[src/rtl/dff_bank_module.sv]
// dff_bank_module: register bank of six-NAND edge-triggered flip-flops evaluated one gate delay per U edge,
// with settle, oscillation, setup/hold and triode-off monitors.
module dff_bank_module #(
   parameter int WIDTH  = 12,
   parameter int SETTLE = 3,
   parameter int MAXOSC = 16,
   parameter int SETUP  = 2,
   parameter int HOLD   = 2
) (
   input  logic                             U,
   input  logic                             RESET,
   input  logic                             T,
   input  logic [WIDTH-1:0]                 D,
   input  logic                             _PC,
   input  logic                             _PS,
   input  logic                             _SC,
   output logic [WIDTH-1:0]                 Q,
   output logic [WIDTH-1:0]                 _Q,
   output logic [WIDTH-1:0]                 ga,
   output logic [WIDTH-1:0]                 gb,
   output logic [WIDTH-1:0]                 gc,
   output logic [WIDTH-1:0]                 gd,
   output logic [WIDTH-1:0]                 ge,
   output logic [WIDTH-1:0]                 gf,
   output logic [$clog2(6*WIDTH+1)-1:0]     nto,
   output logic                             settled,
   output logic                             oscerr,
   output logic                             setupviol
);
   localparam int NW = $clog2(6*WIDTH+1);
   localparam int QW = $clog2(SETTLE+1);
   localparam int OW = $clog2(MAXOSC+1);
   localparam int DW = $clog2(SETUP+1);
   localparam int TW = $clog2(HOLD+1);
   logic [WIDTH-1:0] ga_q, gb_q, gc_q, gd_q, ge_q, gf_q, ga_d, gb_d, gc_d, gd_d, ge_d, gf_d;
   logic [WIDTH-1:0] x, dlast_q;
   logic [NW-1:0]    nto_q, nto_d;
   logic [QW-1:0]    quiet_q, quiet_d;
   logic [OW-1:0]    unset_q, unset_d;
   logic [DW-1:0]    dage_q, dage_d;
   logic [TW-1:0]    tage_q, tage_d;
   logic             settled_q, settled_d, oscerr_q, oscerr_d, viol_q, viol_d, tlast_q;
   logic             chg, dchg, trise;
   // Every gate sees only the previous edge's gate outputs: one U of delay per gate.
   always_comb begin
      x         = D & {WIDTH{_SC}};
      ga_d      = ~(x & gb_q & {WIDTH{_PC}});
      gb_d      = ~(ga_q & {WIDTH{T}} & gc_q);
      gc_d      = ~({WIDTH{T}} & gd_q & {WIDTH{_PC}});
      gd_d      = ~(gc_q & ga_q & {WIDTH{_PS}});
      ge_d      = ~(gb_q & gf_q & {WIDTH{_PC}});
      gf_d      = ~(gc_q & ge_q & {WIDTH{_PS}});
      chg       = {ga_d, gb_d, gc_d, gd_d, ge_d, gf_d} != {ga_q, gb_q, gc_q, gd_q, ge_q, gf_q};
      nto_d     = NW'($countones({ga_q, gb_q, gc_q, gd_q, ge_q, gf_q}));
      quiet_d   = chg ? '0 : (quiet_q == QW'(SETTLE)) ? quiet_q : quiet_q + 1'b1;
      settled_d = quiet_d == QW'(SETTLE);
      unset_d   = settled_q ? '0 : (unset_q == OW'(MAXOSC)) ? unset_q : unset_q + 1'b1;
      oscerr_d  = oscerr_q | (unset_d == OW'(MAXOSC));
      dchg      = D != dlast_q;
      trise     = T & ~tlast_q;
      dage_d    = dchg ? '0 : (dage_q == DW'(SETUP)) ? dage_q : dage_q + 1'b1;
      tage_d    = trise ? '0 : (tage_q == TW'(HOLD)) ? tage_q : tage_q + 1'b1;
      viol_d    = viol_q | (trise & (dage_d < DW'(SETUP))) | (dchg & (tage_d < TW'(HOLD)));
   end
   always_ff @(posedge U or posedge RESET) begin
      if (RESET) begin
         ga_q      <= '1;
         gb_q      <= '1;
         gc_q      <= '1;
         gd_q      <= '0;
         ge_q      <= '1;
         gf_q      <= '0;
         nto_q     <= NW'(4*WIDTH);
         quiet_q   <= '0;
         unset_q   <= '0;
         dage_q    <= '0;
         tage_q    <= '0;
         settled_q <= 1'b0;
         oscerr_q  <= 1'b0;
         viol_q    <= 1'b0;
         tlast_q   <= 1'b0;
         dlast_q   <= '0;
      end else begin
         ga_q      <= ga_d;
         gb_q      <= gb_d;
         gc_q      <= gc_d;
         gd_q      <= gd_d;
         ge_q      <= ge_d;
         gf_q      <= gf_d;
         nto_q     <= nto_d;
         quiet_q   <= quiet_d;
         unset_q   <= unset_d;
         dage_q    <= dage_d;
         tage_q    <= tage_d;
         settled_q <= settled_d;
         oscerr_q  <= oscerr_d;
         viol_q    <= viol_d;
         tlast_q   <= T;
         dlast_q   <= D;
      end
   end
   assign ga        = ga_q;
   assign gb        = gb_q;
   assign gc        = gc_q;
   assign gd        = gd_q;
   assign ge        = ge_q;
   assign gf        = gf_q;
   assign Q         = gf_q;
   assign _Q        = ge_q;
   assign nto       = nto_q;
   assign settled   = settled_q;
   assign oscerr    = oscerr_q;
   assign setupviol = viol_q;
endmodule

[config.mk]
export PLATFORM = sky130hd
export DESIGN_NAME = dff_bank_module
export DESIGN_NICKNAME = d
export VERILOG_FILES = /design/src/rtl/dff_bank_module.sv
export SDC_FILE = /design/constraint.sdc
export NUM_CORES = 1
export LEC_CHECK = 0
export ABC_CLOCK_PERIOD_IN_PS = 8140
export CORE_UTILIZATION = 37
export CTS_BUF_LIST = sky130_fd_sc_hd__clkbuf_4
export DETAILED_ROUTE_END_ITERATION = 8
export PLACE_DENSITY = 0.6
export SYNTH_ARGS = -nofsm -noshare
export SYNTH_HDL_FRONTEND = slang
export SYNTH_SLANG_ARGS = --single-unit
[constraint.sdc]
create_clock -name U -period 8.14 [get_ports U]
set_clock_uncertainty 0.15 [all_clocks]
set_input_delay 1.628 -clock U [delete_from_list [all_inputs] [get_ports U]]
set_output_delay 1.628 -clock U [all_outputs]
set_load 0.02 [all_outputs]
==> results.txt <==
Routability-driven placement finished with a final weighted congestion of 0.906. The startpoint identified for the worst register-to-register timing path is ga[11]. The initial DRC count came out at 260. The clock tree synthesis step divided the H-tree into 3 levels.

The kind of cell with the highest combined delay along the critical path is adder cells. The net count of the mapped netlist is 718. For this run, the leading register cell type out of synthesis is dfrtp_1. Setup repair after global routing left no endpoint under its margin. The number of top-level design ports came out at 124. The top cell type by area accounts for 20.8% of the synthesized area. The buffer count from post-CTS setup fixing is 0. The worst-case vdd ir drop came out at 0.975 mV.

At the worst endpoint, the required time is 8380 ps. In the synthesized netlist, the cells that appear most often are inv_1 (125), fa_1 (61), xnor2_1 (58). The synthesized flop and latch total came out at 106. The reg-to-reg setup timing slack came out at 1720 ps. The CTS root buffer is clkbuf_4. The post-cts resize count is 0. The worst setup path is launched from a flop. The shortest clock period the worst path allows after layout came out at 6420 ps.

The number of maximum-capacitance constraint violations came out at 0. At the end of the flow the core is filled with cells to 46.4%. The leakage power came out at 3.68 nW. The cell area after synthesis came out at 0.00674 sq mm.

Sorting the synthesized cells by area gives the leading types as dfrtp_1 (21%), dfstp_2 (19%), fa_1 (18%), xnor2_1 (7.5%), inv_1 (7.0%). The logic depth of the worst setup path including buffers is 22. The antenna diode count came out at 0. The area growth from synthesis to layout is 20.7%. The class of the most critical hold timing path is flop to flop.

The count of mapped cells out of synthesis came out at 616. The detailed placement HPWL is 14,800 microns. Clock-pin slew was measured on the worst setup and hold paths at 190 ps. For this run the aggregate overflow at the end of global routing stands at 0. The total of hold buffers inserted after clock tree synthesis came out at 0. Along the worst path, the maximum fanout reaches 6. STA classifies the critical path endpoint as a flop. The slew at the pin closest to its max-slew limit is 1000 ps. The tree built by TritonCTS fans out to 106 sinks.

The detailed-route via count came out at 4,693. Along the worst hold path, the cell count comes to 1. The x dimension of the die came out at 137 microns. The critical path contains buffers and inverters numbering 6 combined. The maximum buffer depth of the clock tree came out at 2. The most common cell in the synthesized netlist is inv_1. The pre-antenna-repair detailed-routing pass consisted of 4 iterations. In this run the power density over the cells is 507 mW/mm^2. The synthesis warning total came out at 0.

The quantity of I/O buffers inserted on ports is 123. The total cell area at the placement stage came out at 0.00799 sq mm. The number of max-slew violations in the final report came out at 0. The via count of the first global-routing pass was 4,919. The worst max-slew margin expressed relative to the limit came out at 33.1%.

The core region area is 0.0175 sq mm. The worst setup slack before clock tree synthesis came out at 1730 ps. The initial standard-cell utilization of the core came out at 38.4%. In this design, the stage delay of the slowest critical-path cell is 630 ps. The flow ran to the end, and the final reports show no timing, DRC or antenna violations. The per-cell routed wire length came out at 19.9 microns. The maximum frequency from static timing analysis came out at 0.156 GHz. The number of buffers added by the clock tree synthesis step came out at 9. The total setup violations reported at the end of the flow came out at 0. The summed negative setup slack over all endpoints came out at 0 ps. The final layout contains routed wiring with a total length of 18,800 microns. The cell type of the slowest stage on the worst timing path is dfstp_2. Following the worst setup path forward leads to its endpoint at nto[6].

The DRC violation count after routing is 0. The final standard cell area without fillers came out at 0.00813 sq mm. The die outline area is 0.0188 sq mm. The number of antenna-violating nets in the routed design is 0. The count of flip-flops with a built-in enable after synthesis is 0. The global-route wire length before repair is 28,700 microns. TritonCTS built the clock tree.

The final worst setup slack came out at 1720 ps. The classification of the worst setup path is flop to flop. Entering global routing, the biggest net connects 55 pins. The share of the yosys chip area belonging to registers came out at 40.3%. Global routing used 21.5% of the available tracks. Among the stages of the critical path, the cell type that occurs most often is fa_1.

After synthesis, the share of flip-flops with an asynchronous set or reset is 100%. For the worst-skew pair, the clock arrives at the later sink with an insertion delay of 510 ps. After detailed routing, the number of vias per cell comes to 4.96. Of the cells placed in the final design, the portion with a size suffix greater than 1 is 10.7%.

The mean post-synth cell area is 10.9 sq um. The final net count came out at 818. The vertical extent of the die is 137 microns. The floorplan has 48 rows. The initial antenna violation count came to 0. Walking the worst path, the cells encountered are inv_1, fa_1, inv_1, fa_1, inv_1, fa_1, inv_1, fa_1, inv_1, fa_1, fa_1, fa_1, fa_1, inv_1, ha_1, fa_1, a21oi_1, nor2_1, nor2_1, nor2b_1, o21ai_0, nand2b_1. The final hold violation count came out at 0. At the worst endpoint, the arrival time is 6670 ps. The depth of the worst register-to-register path is 22. The most critical setup path has its startpoint at ga[11]. Summed over all instances, the cell type with the most area after synthesis is dfrtp_1.

The count of unique library cells instantiated by Yosys came out at 45. The capture point of the worst reg-to-reg path is nto[6]. The portion of the clock cycle consumed by the worst path in the final layout came out at 78.9%.
==> metrics by stage <==
step / total power [mW] / std cells / hold WS, ps
2_1_floorplan: 3.26 / 616 / 327
3_3_place_gp: 3.82 / 930 / 300
3_5_place_dp: 3.90 / 930 / 301
4_1_cts: 4.21 / 946 / 339
5_1_grt: 4.71 / 946 / 367
6_report: 4.12 / 946 / 337
==> placed cells by master, fill, tap and decap left out, types with 14 or more instances in the layout <==
| cell | count |
|---|---|
| inv_1 | 124 |
| clkdlybuf4s50_1 | 123 |
| fa_1 | 61 |
| xnor2_1 | 58 |
| dfrtp_1 | 56 |
| nand3_1 | 52 |
| dfstp_2 | 50 |
| nand2_1 | 26 |
| ha_1 | 23 |
| nand4_1 | 21 |
| xor2_1 | 18 |
| nor2_1 | 14 |
==> registers in the layout, summed over array words and instances, names as in the netlist, 7 cells and up <==
signal,cells
gb,12
nto,7
gc,12
ga,12
gd,12
_Q,12
dlast_q,12
Q,12
==> cells by family (layout without fill, tap and decap cells) <==
logic type               count (synthesis)  count (layout)  share of synthesized area [%]
AO/OA/AOI/OAI                           34              34                           3.60
XOR/XNOR                                76              76                           9.87
adder cells (fa/ha/maj)                 84              84                           22.4
buffers and inverters                  162             267                           11.3
flip-flops                             106             106                           40.3
multiplexers                             3               3                          0.464
AND/OR/NAND/NOR                        151             151                           12.1
==> final cells by class <==
type / instances / area, sq um
fill: 1644 / 9400
multi-input combinational: 348 / 3270
sequential: 106 / 2720
timing repair buffer: 126 / 1250
inverter: 125 / 472
tap: 225 / 282
clock buffer: 10 / 75.1
clock inverter: 6 / 71.3
==> metal layers <==
metal	GRT usage, %	part of all wire [%]	vias to the layer above
li1	-	-	2128
met1	28.9	44	2372
met2	34.1	47	164
met3	3.59	6.2	29
met4	9.34	2.9	0
met5	0	0	-
==> how the worst min path moves through the flow <==
stage,startpoint,endpoint
after CTS,oscerr,oscerr
after global placement,oscerr,oscerr
after floorplan,tlast_q,tage_q[0]
after global routing,oscerr,oscerr
after detailed placement,oscerr,oscerr
final,oscerr,oscerr
==> report_power, final <==
group | switching, mW | internal, mW | total (mW)
Clock | 0.192 | 0.101 | 0.293
Sequential | 0.0573 | 0.680 | 0.738
Combinational | 1.66 | 1.43 | 3.09
Total | 1.91 | 2.21 | 4.12
Note: power is estimated with default switching activity, not from simulation.
